==> src/rtl/c64_bus_arbiter_pkg.sv <==
// Shared definitions for the C64 bus arbiter: FSM state encodings, bus owner codes and
// the default phase/BA timing also used by the vicii and mos6510 benches.
package c64_bus_arbiter_pkg;

  typedef enum logic [1:0] {
    ST_IDLE    = 2'd0,
    ST_BA_WAIT = 2'd1,
    ST_VIC_OWN = 2'd2,
    ST_DMA_OWN = 2'd3
  } arb_state_t;

  typedef enum logic [1:0] {
    OWN_VIC = 2'd0,
    OWN_CPU = 2'd1,
    OWN_DMA = 2'd2
  } bus_owner_t;

  localparam int DEF_DOTS_PER_CYCLE = 8;
  localparam int DEF_BA_DELAY       = 3;

endpackage

==> src/rtl/c64_bus_arbiter_phi_phase_gen.sv <==
// phi0 phase generator: divides dot_clk into DOTS_PER_CYCLE dots, low half VIC, high half phi2.
// tick marks the last dot of each phi0 cycle, where the arbiter is allowed to change owner.
module c64_bus_arbiter_phi_phase_gen
  import c64_bus_arbiter_pkg::*;
#(
  parameter  int DOTS_PER_CYCLE = DEF_DOTS_PER_CYCLE,
  localparam int PH_W           = $clog2(DOTS_PER_CYCLE)
) (
  input  logic            i_clk,
  input  logic            i_reset,
  output logic [PH_W-1:0] o_ph,
  output logic            o_phi2,
  output logic            o_tick
);

  logic [PH_W-1:0] r_ph;
  logic            r_phi2;
  logic [PH_W-1:0] w_ph_next;

  assign o_tick    = (r_ph == PH_W'(DOTS_PER_CYCLE - 1));
  assign w_ph_next = o_tick ? '0 : r_ph + 1'b1;

  // phi2 is registered from the next phase so it always matches r_ph in the same cycle
  always_ff @(posedge i_clk) begin
    if (i_reset) begin
      r_ph   <= '0;
      r_phi2 <= 1'b0;
    end else begin
      r_ph   <= w_ph_next;
      r_phi2 <= (w_ph_next >= PH_W'(DOTS_PER_CYCLE / 2));
    end
  end

  assign o_ph   = r_ph;
  assign o_phi2 = r_phi2;

endmodule

==> src/rtl/c64_bus_arbiter.sv <==
// C64 system bus arbiter: VIC-II / 6510 / expansion DMA ownership with the BA->AEC delay rule
// and the shared bus mux. Optional stolen-cycle counter enabled by defining BUS_ARB_STATS_EN.
module c64_bus_arbiter
  import c64_bus_arbiter_pkg::*;
#(
  parameter int DOTS_PER_CYCLE = DEF_DOTS_PER_CYCLE,
  parameter int BA_DELAY       = DEF_BA_DELAY,
  parameter int ADDR_W         = 16
) (
  input  logic              i_dot_clk,
  input  logic              i_reset,
  input  logic              i_vic_req,
  input  logic [ADDR_W-1:0] i_vic_addr,
  input  logic [ADDR_W-1:0] i_cpu_addr,
  input  logic              i_cpu_we,
  input  logic [7:0]        i_cpu_do,
  input  logic              i_dma_req,
  input  logic [ADDR_W-1:0] i_dma_addr,
  input  logic              i_dma_we,
  input  logic [7:0]        i_dma_do,
  output logic              o_phi2,
  output logic              o_ba,
  output logic              o_aec,
  output logic              o_rdy,
  output logic              o_dma_grant,
  output logic [ADDR_W-1:0] o_bus_address,
  output logic              o_bus_we,
  output logic [7:0]        o_bus_di,
  output logic [15:0]       o_stolen_cnt
);

  localparam int PH_W  = $clog2(DOTS_PER_CYCLE);
  localparam int CNT_W = (BA_DELAY > 1) ? $clog2(BA_DELAY) : 1;

  logic [PH_W-1:0]  w_ph;
  logic             w_phi2;
  logic             w_tick;
  logic             w_unused_ph;
  arb_state_t       r_state;
  logic [CNT_W-1:0] r_cnt;
  logic             r_dma_grant;
  logic             w_ba;
  logic             w_aec;
  bus_owner_t       w_owner;

  c64_bus_arbiter_phi_phase_gen #(
    .DOTS_PER_CYCLE(DOTS_PER_CYCLE)
  ) u_phase (
    .i_clk   (i_dot_clk),
    .i_reset (i_reset),
    .o_ph    (w_ph),
    .o_phi2  (w_phi2),
    .o_tick  (w_tick)
  );

  assign w_unused_ph = ^w_ph;

  always_ff @(posedge i_dot_clk) begin
    if (i_reset) begin
      r_state     <= ST_IDLE;
      r_cnt       <= '0;
      r_dma_grant <= 1'b0;
    end else if (w_tick) begin
      case (r_state)
        ST_IDLE: begin
          if (i_vic_req) begin
            r_state <= ST_BA_WAIT;
            r_cnt   <= CNT_W'(BA_DELAY - 1);
          end else if (i_dma_req) begin
            r_state     <= ST_DMA_OWN;
            r_dma_grant <= 1'b1;
          end
        end
        // a DMA master keeps its grant through BA_WAIT so it can finish before the VIC stalls it
        ST_BA_WAIT: begin
          if (!i_vic_req) begin
            r_state     <= ST_IDLE;
            r_dma_grant <= 1'b0;
          end else if (r_cnt == '0) begin
            r_state     <= ST_VIC_OWN;
            r_dma_grant <= 1'b0;
          end else begin
            r_cnt <= r_cnt - 1'b1;
          end
        end
        ST_VIC_OWN: begin
          if (!i_vic_req) begin
            if (i_dma_req) begin
              r_state     <= ST_DMA_OWN;
              r_dma_grant <= 1'b1;
            end else begin
              r_state <= ST_IDLE;
            end
          end
        end
        ST_DMA_OWN: begin
          if (i_vic_req) begin
            r_state <= ST_BA_WAIT;
            r_cnt   <= CNT_W'(BA_DELAY - 1);
          end else if (!i_dma_req) begin
            r_state     <= ST_IDLE;
            r_dma_grant <= 1'b0;
          end
        end
        default: begin
          r_state     <= ST_IDLE;
          r_dma_grant <= 1'b0;
        end
      endcase
    end
  end

  assign w_ba  = (r_state == ST_BA_WAIT) || (r_state == ST_VIC_OWN);
  assign w_aec = w_phi2 && (r_state != ST_VIC_OWN);

  assign o_phi2      = w_phi2;
  assign o_ba        = w_ba;
  assign o_aec       = w_aec;
  assign o_dma_grant = r_dma_grant;
  assign o_rdy       = ~w_ba & ~r_dma_grant;

  always_comb begin
    w_owner = OWN_VIC;
    if (w_aec) w_owner = r_dma_grant ? OWN_DMA : OWN_CPU;
  end

  // the VIC never writes, so bus_we stays low whenever it owns the bus
  always_comb begin
    o_bus_address = i_vic_addr;
    o_bus_we      = 1'b0;
    case (w_owner)
      OWN_CPU: begin
        o_bus_address = i_cpu_addr;
        o_bus_we      = i_cpu_we;
      end
      OWN_DMA: begin
        o_bus_address = i_dma_addr;
        o_bus_we      = i_dma_we;
      end
      default: ;
    endcase
  end

  assign o_bus_di = r_dma_grant ? i_dma_do : i_cpu_do;

`ifdef BUS_ARB_STATS_EN
  logic [15:0] r_stolen_cnt;

  always_ff @(posedge i_dot_clk) begin
    if (i_reset) begin
      r_stolen_cnt <= 16'h0000;
    end else if (w_tick && (r_state == ST_VIC_OWN) && (r_stolen_cnt != 16'hFFFF)) begin
      r_stolen_cnt <= r_stolen_cnt + 16'h0001;
    end
  end

  assign o_stolen_cnt = r_stolen_cnt;
`else
  assign o_stolen_cnt = 16'h0000;
`endif

endmodule

==> config.mk <==
export PLATFORM = sky130hd
export DESIGN_NAME = c64_bus_arbiter
export DESIGN_NICKNAME = d
export VERILOG_FILES = /design/src/rtl/c64_bus_arbiter_pkg.sv /design/src/rtl/c64_bus_arbiter_phi_phase_gen.sv /design/src/rtl/c64_bus_arbiter.sv
export SDC_FILE = /design/constraint.sdc
export NUM_CORES = 1
export LEC_CHECK = 0
export ABC_AREA = 0
export ABC_CLOCK_PERIOD_IN_PS = 5570
export CORE_ASPECT_RATIO = 2
export CORE_MARGIN = 4
export CORE_UTILIZATION = 30
export CTS_CLUSTER_SIZE = 28
export DETAILED_ROUTE_END_ITERATION = 8
export GPL_ROUTABILITY_DRIVEN = 0
export GPL_TIMING_DRIVEN = 0
export PLACE_DENSITY = 0.83
export SLEW_MARGIN = 30
export SYNTH_ARGS = -nofsm -noshare
export SYNTH_HDL_FRONTEND = slang
export SYNTH_SLANG_ARGS = --single-unit
==> constraint.sdc <==
create_clock -name i_dot_clk -period 5.57 [get_ports i_dot_clk]
set_clock_uncertainty 0.1 [all_clocks]
set_input_delay 0.8355 -clock i_dot_clk [delete_from_list [all_inputs] [get_ports i_dot_clk]]
set_output_delay 0.8355 -clock i_dot_clk [all_outputs]
set_load 0.05 [all_outputs]
==> results.json <==
{
  "max-vdd-ir-drop_v": 0.000128,
  "drive_above_1_share_pct": 14.8,
  "finalHoldViolations": 0,
  "crit_path_start_kind": "flip-flop",
  "path_clk_slew_ns": 0.04,
  "wl_mm": 4.24,
  "fin_crit_ns": 3.63,
  "dp_cells": 303,
  "crit_chain": "inv_1 -> ha_1 -> nand2b_1 -> clkbuf_1 -> clkbuf_1 -> o21ai_0 -> clkdlybuf4s50_1",
  "final_cell_mix": "clkdlybuf4s50_1 (97), buf_4 (18), mux2i_1 (18)",
  "port_buffers": 97,
  "critPathKind": "flip-flop to primary output",
  "core_um2": 3650,
  "htree_num_levels": 1,
  "synth_mux_area_share_pct": 25.1,
  "fin_nets": 339,
  "synth_warnings": 0,
  "topRoutingLayerUsed": "met4",
  "die_x_um": 51.5,
  "clk_latency_ns": 0.24,
  "viasPerCell": 4.46,
  "drt-initial-drc-count": 15,
  "grt_pass1_vias": 1331,
  "synth-compound-area-share_pct": 16.7,
  "cts_buffer_depth": 2,
  "dieHeight_um": 95.0,
  "postCtsHoldBufs": 0,
  "cp_data_arrival_time_ns": 2.70,
  "critPathMaxStageDelay_ns": 0.84,
  "timing.fmax_mhz": 275,
  "slew_headroom_pct": 64.3,
  "status": "completed",
  "grt_pass1_wl_mm": 6.14,
  "synth_area_um2": 1140,
  "dieArea_um2": 4900,
  "syn_area_per_cell_um2": 8.00,
  "maxSlewViolCount": 0,
  "dr_wl_met3_um": 399,
  "ys.flop_type": "dfxtp_1",
  "cts_setup_buffers": 0,
  "final.setup.tns_ns": 0,
  "ys_seq_elements": 8,
  "worst_setup_path_end_kind": "primary output",
  "rsz0062_at_grt": "no",
  "drc": 0,
  "rows": 31,
  "tritoncts": "yes",
  "crit_path_frequent_cell": "clkbuf_1",
  "synth_simple_gate_area_share_pct": 15.5,
  "crit_required_ns": 4.63,
  "routedWlPerCell_um": 13.8,
  "worst_pin_slew_ns": 0.534,
  "track_usage_pct": 16.6,
  "vias": 1365,
  "timing.final.crit_share_pct": 65.2,
  "initial_core_util_pct": 31.2,
  "postRouteAntennaNets": 0,
  "synthDistinctLibCells": 32,
  "syn2layout_area_growth_pct": 99.4,
  "cts.sinks": 8,
  "synthAdderAreaFrac_pct": 11.0,
  "grt_max_degree": 11,
  "layout_commonest_cell": "clkdlybuf4s50_1",
  "layoutNonFillerInstCount": 306,
  "cp_slowest_cell": "clkdlybuf4s50_1",
  "synthXorXnorAreaFrac_pct": 0,
  "wl_met2_mm": 2.39,
  "n_antenna_cell": 0,
  "cp_max_fo": 10,
  "ys_seq_area_share_pct": 14.1,
  "wl_met1_mm": 1.39,
  "numCtsBuffers": 3,
  "antenna_found_initial": 0,
  "hp-class": "flip-flop to flip-flop",
  "max-cap-violations": 0,
  "hpwl_mm": 3.73,
  "setup_violations": 0,
  "p_per_area_nw_per_um2": 145,
  "gr-total-overflow": 0,
  "post_cts_resized": 0,
  "async_flop_share_pct": 0,
  "root_buffer": "clkbuf_8",
  "synth_cells": 142,
  "p_leak_uw": 0.000944,
  "drtPass1Iterations": 3,
  "synth_top_family_by_area": "multiplexers",
  "synth_edf_count": 0,
  "ios": 116
}
## registers in the layout, indices dropped and copies added (netlist names)
name,cells
u_phase.o_phi2,1
r_cnt,2
o_dma_grant,1
u_phase.o_ph,2
r_state,2
## synthesized netlist by cell type, types with 2 or more instances
cell       n  area, um^2
a311oi_1   2        17.5
buf_2      3        15.0
or2b_1     3        22.5
o21ai_0   17        85.1
nor2b_1    3        18.8
buf_4     18         135
a221oi_1   2        17.5
nor2_1     4        15.0
inv_1      6        22.5
nand2_1   17        63.8
nand2b_1   3        18.8
clkbuf_1   3        11.3
dfxtp_1    8         160
nor3_1     2        10.0
ha_1      10         125
mux2i_1   18         180
mux2_2     8        90.1
## metal layers
| metal | vias to the layer above | global-route usage [%] |
|---|---|---|
| met5 | - | 0 |
| met4 | 0 | 6.56 |
| met3 | 6 | 3.44 |
| met2 | 66 | 34.4 |
| met1 | 600 | 14.3 |
| li1 | 693 | - |
## critical path, delay by kind of cell, from the launching register on
family                   cells  cell delay (ns)
buffers and inverters        4             1.38
AO/OA/AOI/OAI                1             0.27
adder cells (fa/ha/maj)      1             0.26
AND/OR/NAND/NOR              1             0.15
flip-flops                   1             0.42
## where the power goes
part           leakage (uW)  internal [uW]  switching, uW
combinational      0.000857           86.8            110
clock             0.0000216           47.0           25.1
sequential        0.0000651           59.5           1.03
total              0.000944            193            136
## cell type report
class	count	area [um^2]
Fill cell	344	1380
Timing Repair Buffer	97	971
Multi-Input combinational cell	118	837
Buffer	25	173
Sequential cell	8	160
Tap cell	49	61.3
Clock buffer	3	41.3
Inverter	6	22.5
## stage by stage
stage / worst slack (ns) / power, uW / hold WS, ns / area, um^2 / util, %
3_5_place_dp: 2.14 / 258 / 0.318 / 2220 / 61.0
2_1_floorplan: 2.35 / 176 / 0.298 / 1190 / -
4_1_cts: 1.87 / 332 / 0.322 / 2270 / 62.1
3_3_place_gp: 2.12 / 256 / 0.305 / 2220 / 61.0
5_1_grt: 1.77 / 343 / 0.332 / 2270 / 62.1
6_report: 1.94 / 329 / 0.320 / 2270 / 62.1
## cells by family (layout without fill, tap and decap cells)
| logic type | after synthesis | in the layout |
|---|---|---|
| simple gates | 36 | 36 |
| buf+inv | 31 | 131 |
| compound gates | 29 | 29 |
| mux | 27 | 27 |
| fa+ha+maj | 10 | 10 |
| flops | 8 | 8 |
| other cells | 1 | 16 |
## final timing paths
path | cells past startpoint | start | slack (ns) | end
min reg2reg | 1 | u_phase.o_ph[0] | 0.32 | u_phase.o_ph[0]
max reg2reg | 5 | r_state[0] | 3.63 | r_cnt[0]
min | 1 | u_phase.o_ph[0] | 0.32 | u_phase.o_ph[0]
max | 7 | r_state[0] | 1.94 | o_bus_address[8]
No activity file was read; power rests on OpenSTA's default activity.
